### config.mk
export PLATFORM = sky130hd
export DESIGN_NAME = core_run_monitor
export DESIGN_NICKNAME = d
export VERILOG_FILES = /design/src/rtl/core_run_monitor.sv
export SDC_FILE = /design/constraint.sdc
export NUM_CORES = 1
export LEC_CHECK = 0
export BUFFER_PORTS_ARGS = -buffer_cell sky130_fd_sc_hd__buf_4
export CORE_UTILIZATION = 45
export DETAILED_ROUTE_END_ITERATION = 8
export PLACE_DENSITY = 0.93
export SYNTH_ARGS = -nofsm -noshare
export SYNTH_HDL_FRONTEND = slang
export SYNTH_SLANG_ARGS = --single-unit
### constraint.sdc
create_clock -name clk -period 2.7 [get_ports clk]
set_input_delay 0.81 -clock clk [delete_from_list [all_inputs] [get_ports clk]]
set_output_delay 0.81 -clock clk [all_outputs]
set_load 0.02 [all_outputs]
### src/rtl/core_run_monitor.sv
// Run controller and halt monitor for the single-cycle RISC-V core.
// Generates the core reset pulse, gates execution and stops on the first halt cause.
//
// Ports:
//   clk, reset (async, active-low)    clock and reset
//   start, abort                      run control (start pulse, abort level)
//   pc, instr                         core PC and fetched instruction
//   mem_write, data_addr, write_data  core store traffic
//   bp_pc, bp_en                      PC breakpoint addresses and enables
//   core_reset, core_run              active-high core reset, core clock-enable
//   busy, done                        state in RESET/RUN, state is HALT
//   halt_cause, bp_idx                why the run stopped, breakpoint that fired
//   cycle_count, tohost_value         RUN cycles of this run, captured tohost data
module core_run_monitor #(
  parameter int              XLEN        = 32,
  parameter int              RST_CYCLES  = 2,
  parameter int              MAX_CYCLES  = 18,
  parameter int              NUM_BP      = 2,
  parameter logic [XLEN-1:0] TOHOST_ADDR = 'h100,
  localparam int             BW = (NUM_BP > 1) ? $clog2(NUM_BP) : 1
) (
  input  logic                   clk,
  input  logic                   reset,
  input  logic                   start,
  input  logic                   abort,
  input  logic [XLEN-1:0]        pc,
  input  logic [XLEN-1:0]        instr,
  input  logic                   mem_write,
  input  logic [XLEN-1:0]        data_addr,
  input  logic [XLEN-1:0]        write_data,
  input  logic [NUM_BP*XLEN-1:0] bp_pc,
  input  logic [NUM_BP-1:0]      bp_en,
  output logic                   core_reset,
  output logic                   core_run,
  output logic                   busy,
  output logic                   done,
  output logic [2:0]             halt_cause,
  output logic [BW-1:0]          bp_idx,
  output logic [31:0]            cycle_count,
  output logic [XLEN-1:0]        tohost_value
);

  localparam logic [1:0] S_IDLE  = 2'd0;
  localparam logic [1:0] S_RESET = 2'd1;
  localparam logic [1:0] S_RUN   = 2'd2;
  localparam logic [1:0] S_HALT  = 2'd3;

  localparam logic [2:0] C_NONE  = 3'd0;
  localparam logic [2:0] C_PASS  = 3'd1;
  localparam logic [2:0] C_FAIL  = 3'd2;
  localparam logic [2:0] C_BP    = 3'd3;
  localparam logic [2:0] C_TMO   = 3'd4;
  localparam logic [2:0] C_ILL   = 3'd5;
  localparam logic [2:0] C_ABORT = 3'd6;

  localparam int         RCW       = (RST_CYCLES > 1) ? $clog2(RST_CYCLES + 1) : 1;
  localparam logic [RCW-1:0] RLOAD = RCW'(RST_CYCLES - 1);
  // Timeout compares the pre-increment count, so done shows MAX_CYCLES.
  localparam logic [31:0] LAST_CYC = 32'(MAX_CYCLES - 1);

  logic [1:0]      state_q, state_d;
  logic [RCW-1:0]  rcnt_q, rcnt_d;
  logic [31:0]     cnt_q, cnt_d;
  logic [2:0]      cause_q, cause_d;
  logic [BW-1:0]   idx_q, idx_d;
  logic [XLEN-1:0] toh_q, toh_d;

  logic          bp_hit;
  logic [BW-1:0] bp_sel;
  logic          toh_hit;
  logic          ill_hit;
  logic          tmo_hit;

  // Scan downwards so the lowest matching index is the one left in bp_sel.
  always_comb begin
    bp_hit = 1'b0;
    bp_sel = '0;
    for (int i = NUM_BP - 1; i >= 0; i--) begin
      if (bp_en[i] && (pc == bp_pc[i*XLEN +: XLEN])) begin
        bp_hit = 1'b1;
        bp_sel = BW'(i);
      end
    end
  end

  assign toh_hit = mem_write && (data_addr == TOHOST_ADDR);
  assign ill_hit = (instr == '0) || (instr == '1);
  assign tmo_hit = (MAX_CYCLES != 0) && (cnt_q == LAST_CYC);

  always_comb begin
    state_d = state_q;
    rcnt_d  = rcnt_q;
    cnt_d   = cnt_q;
    cause_d = cause_q;
    idx_d   = idx_q;
    toh_d   = toh_q;
    case (state_q)
      S_IDLE, S_HALT: begin
        if (start) begin
          state_d = S_RESET;
          rcnt_d  = RLOAD;
          cnt_d   = '0;
          cause_d = C_NONE;
          idx_d   = '0;
          toh_d   = '0;
        end
      end
      S_RESET: begin
        if (abort) begin
          state_d = S_HALT;
          cause_d = C_ABORT;
        end else if (rcnt_q == '0) begin
          state_d = S_RUN;
        end else begin
          rcnt_d = rcnt_q - 1'b1;
        end
      end
      S_RUN: begin
        if (cnt_q != '1) cnt_d = cnt_q + 32'd1;
        if (toh_hit) begin
          state_d = S_HALT;
          toh_d   = write_data;
          cause_d = (write_data == XLEN'(1)) ? C_PASS : C_FAIL;
        end else if (abort) begin
          state_d = S_HALT;
          cause_d = C_ABORT;
        end else if (ill_hit) begin
          state_d = S_HALT;
          cause_d = C_ILL;
        end else if (bp_hit) begin
          state_d = S_HALT;
          cause_d = C_BP;
          idx_d   = bp_sel;
        end else if (tmo_hit) begin
          state_d = S_HALT;
          cause_d = C_TMO;
        end
      end
      default: state_d = S_IDLE;
    endcase
  end

  always_ff @(posedge clk or negedge reset) begin
    if (!reset) begin
      state_q <= S_IDLE;
      rcnt_q  <= '0;
      cnt_q   <= '0;
      cause_q <= C_NONE;
      idx_q   <= '0;
      toh_q   <= '0;
    end else begin
      state_q <= state_d;
      rcnt_q  <= rcnt_d;
      cnt_q   <= cnt_d;
      cause_q <= cause_d;
      idx_q   <= idx_d;
      toh_q   <= toh_d;
    end
  end

  assign core_reset   = (state_q == S_IDLE) || (state_q == S_RESET);
  assign core_run     = (state_q == S_RUN);
  assign busy         = (state_q == S_RESET) || (state_q == S_RUN);
  assign done         = (state_q == S_HALT);
  assign halt_cause   = cause_q;
  assign bp_idx       = idx_q;
  assign cycle_count  = cnt_q;
  assign tohost_value = toh_q;

endmodule

==> metrics.txt <==
outcome complete, no violations; diodes inserted 0; Seq cells post-synth 72; Max-Cap Viols 0; min-delay worst type input port to asynchronous set/reset pin; H-Tree Level Count 3; vias in the first global route 5581; Vias/cell roughly 5.5; Avg Cell Area, Syn roughly 8.4 µm²; setup slack after layout between 0.1 and 0.15 ns; clk sink count between 70 and 80; Overflow after GRT 0; Worst Tran Pin Value 0.6367 ns; Seq/Total Area, Yosys 37.18%; Port Buf Inserts 270; pin count of the biggest net entering global routing 49; EDFF count, synth 0; distinct cell type count of the synthesized netlist 52; Rows 37; crit-path leading delay family simple AND/OR/NAND/NOR gates; drt wl/cell 16.51 µm; critical path's largest stage delay 0.53 ns; Antenna Nets Post-Route 0; P_sw 2164 µW; CTS tree done; worst slack at placement -0.2224 ns; Post-Synthesis Cells 576; Max FO, Critical Path 3; clock power share between 10% and 20%; drt pass-1 iters 5; All-Layer GR Usage 30.71%; clk slew on worst S/H paths 0.09 ns; Placer Congestion 0.9461; routed vias 5627; Max Clock Freq 0.3855 GHz; Mapped Area ~4800 µm²; clock latency on the worst-skew pair 0.36 ns; initial antenna violation count 0; asr flop ratio synth 100.0%; Yosys Warn Count 0; Worst path slowest cell or4_1; ys flop type dfrtp_1; Core ar. 10370 µm²; DR iter-0 viols 397; first-pass GRT wire length 27.00 mm; Tot Pwr 4892 µW; Tmin final 2.594 ns; hold-fix buffers at CTS 0; Net Sw Frac 44.24%; pwr dens 648.6 nW/µm²; Peak VDD IR 0.5030 mV; P_leak 0.003436 µW; Int Power 2728 µW; Ports 271; RSZ-0062 raised after global routing false; most frequent CP cell nand4_1; worst r2r src cycle_count[20]; commonest non-fill, non-tap cell in the layout buf_4; Slew headroom 57.51%; CP cell instances buf_4 -> xnor2_1 -> nand4_1 -> or4_1 -> o31a_1 -> nand4_1 -> o211ai_1 -> mux2_1; HPWL Detailed 13.95 mm; synth-to-layout area growth 55.64%; Clock Tree Buf Depth 2; clk_skew 0.01755 ns; Die ar. 11190 µm²; Req. time, crit path 2.93 ns; Worst Path Buf+Inv 1; Initial Util between 40 and 50%; Combinational Power Share 54.7%; Seq pwr share 28.7%; CTS Buf Count 9; Startpoint Class input port; reg2reg end cycle_count[27]; final period utilization 96.09%; Crit path arrival time roughly 2.8 ns; Core Util, Final 72.73%; share of layout cells above drive strength 1 39.39%; Max Slew Vio Count 0; Die H 105.8 µm; synthesized net count around 780; Finish-stage setup viols 0; root buf cell clkbuf_8; nets roughly 1.1k; die width roughly 110 µm; most frequent cells in the layout 319 x buf_4, 95 x nand2_1, 72 x dfrtp_1, 64 x xnor2_1, 46 x nand4_1; drt total wl 16.96 mm; Hold Fails Final Rpt 0; Register-to-Register Setup Slack 0.34 ns; Worst Setup End Kind flop; DRC Markers 0; hold slack roughly 0.43 ns; WS Path Type input port to flop; Worst R2R Path Depth 8
==> area by class of cell <==
cell class                      count  area [µm²]
Fill cell                         811        2828
Inverter                           15       56.30
Tap cell                          136       170.2
Timing Repair Buffer              320        2415
Sequential cell                    72        1802
Clock inverter                      5       38.79
Multi-Input combinational cell    468        2919
Clock buffer                       11       141.4
==> worst reg2reg max path, delay by kind of cell (launching register included) <==
kind,cells,cell delay [ns]
and+or+nand+nor,6,1.43
DFF,1,0.46
buffers and inverters,1,0.21
muxes,1,0.19
==> per-stage QoR <==
stage,std cells,area [µm²],TNS (ns)
after floorplan,576,4846,0
after CTS,1027,7528,0
after global placement,1011,7348,-0.9952
after global routing,1027,7542,0
after detailed placement,1011,7348,-4.197
final,1027,7542,0
==> sequential cells by signal (all words and copies together) (netlist names) <==
register	flops
rcnt_q	2
tohost_value	32
cycle_count	32
halt_cause	3
bp_idx	1
state_q	2
==> metal layers <==
metal,share of wire [%],routed length [µm],vias to the layer above,track usage (%)
met4,2.2,367,0,9.325
met3,7.5,1277,40,6.926
met2,52,8784,288,54.90
li1,-,-,2695,-
met1,38,6526,2604,36.46
met5,0,0,-,0
==> cell families after synthesis <==
kind of cell / count (synthesis) / synth area share (%)
muxes: 8 / 1.730
DFF: 72 / 37.18
and+or+nand+nor: 297 / 32.59
adders and majority gates: 7 / 1.807
xor gates and xnor gates: 86 / 15.54
AOI/OAI and AO/OA: 70 / 8.185
buffers and inverters: 36 / 2.969
==> power by group through the flow <==
stage / registers (µW) / clock network [µW] / logic [µW]
floorplan: 1620 / 0 / 1270
global placement: 1410 / 0 / 2610
detailed placement: 1430 / 0 / 2660
CTS: 1410 / 812 / 2670
global route: 1430 / 869 / 2910
finish: 1400 / 810 / 2680
==> Yosys cell counts, drive strengths merged, types with 2 or more instances <==
cell type / instances / area share [%]
mux2i: 5 / 1.0
or3: 6 / 0.77
nor2b: 3 / 0.39
nor4b: 6 / 1.1
nor4: 43 / 6.0
dfrtp: 72 / 37
nor2: 35 / 2.7
o211ai: 2 / 0.31
xor2: 21 / 3.8
nor3: 14 / 1.4
o31ai: 3 / 0.46
o31a: 2 / 0.36
nand2b: 3 / 0.39
xnor2: 65 / 12
and2: 5 / 0.65
or4: 7 / 1.2
and3: 4 / 0.52
nand4b: 2 / 0.36
nand2: 96 / 7.4
ha: 7 / 1.8
inv: 15 / 1.2
nand3: 19 / 2.3
a21oi: 5 / 0.52
mux2: 3 / 0.70
nand4: 47 / 6.2
clkbuf: 18 / 1.4
o21ai: 49 / 5.1
or2: 3 / 0.39
buf: 3 / 0.41
==> how the worst max path moves through the flow <==
stage / to / startpoint / slack, ns / cells after the start
floorplan: state_q[0] / pc[7] / 0.09 / 7
global placement: state_q[0] / pc[16] / -0.20 / 8
detailed placement: halt_cause[1] / data_addr[7] / -0.22 / 8
CTS: state_q[0] / pc[16] / 0.14 / 8
global route: state_q[0] / pc[16] / 0.009 / 8
finish: state_q[0] / pc[16] / 0.11 / 8
==> timing repair <==
action,4_1_cts,5_1_grt
setup endpoints to repair,0,8
resized for setup,0,2
setup buffers,0,0
Power figures use the tool's default switching activity.
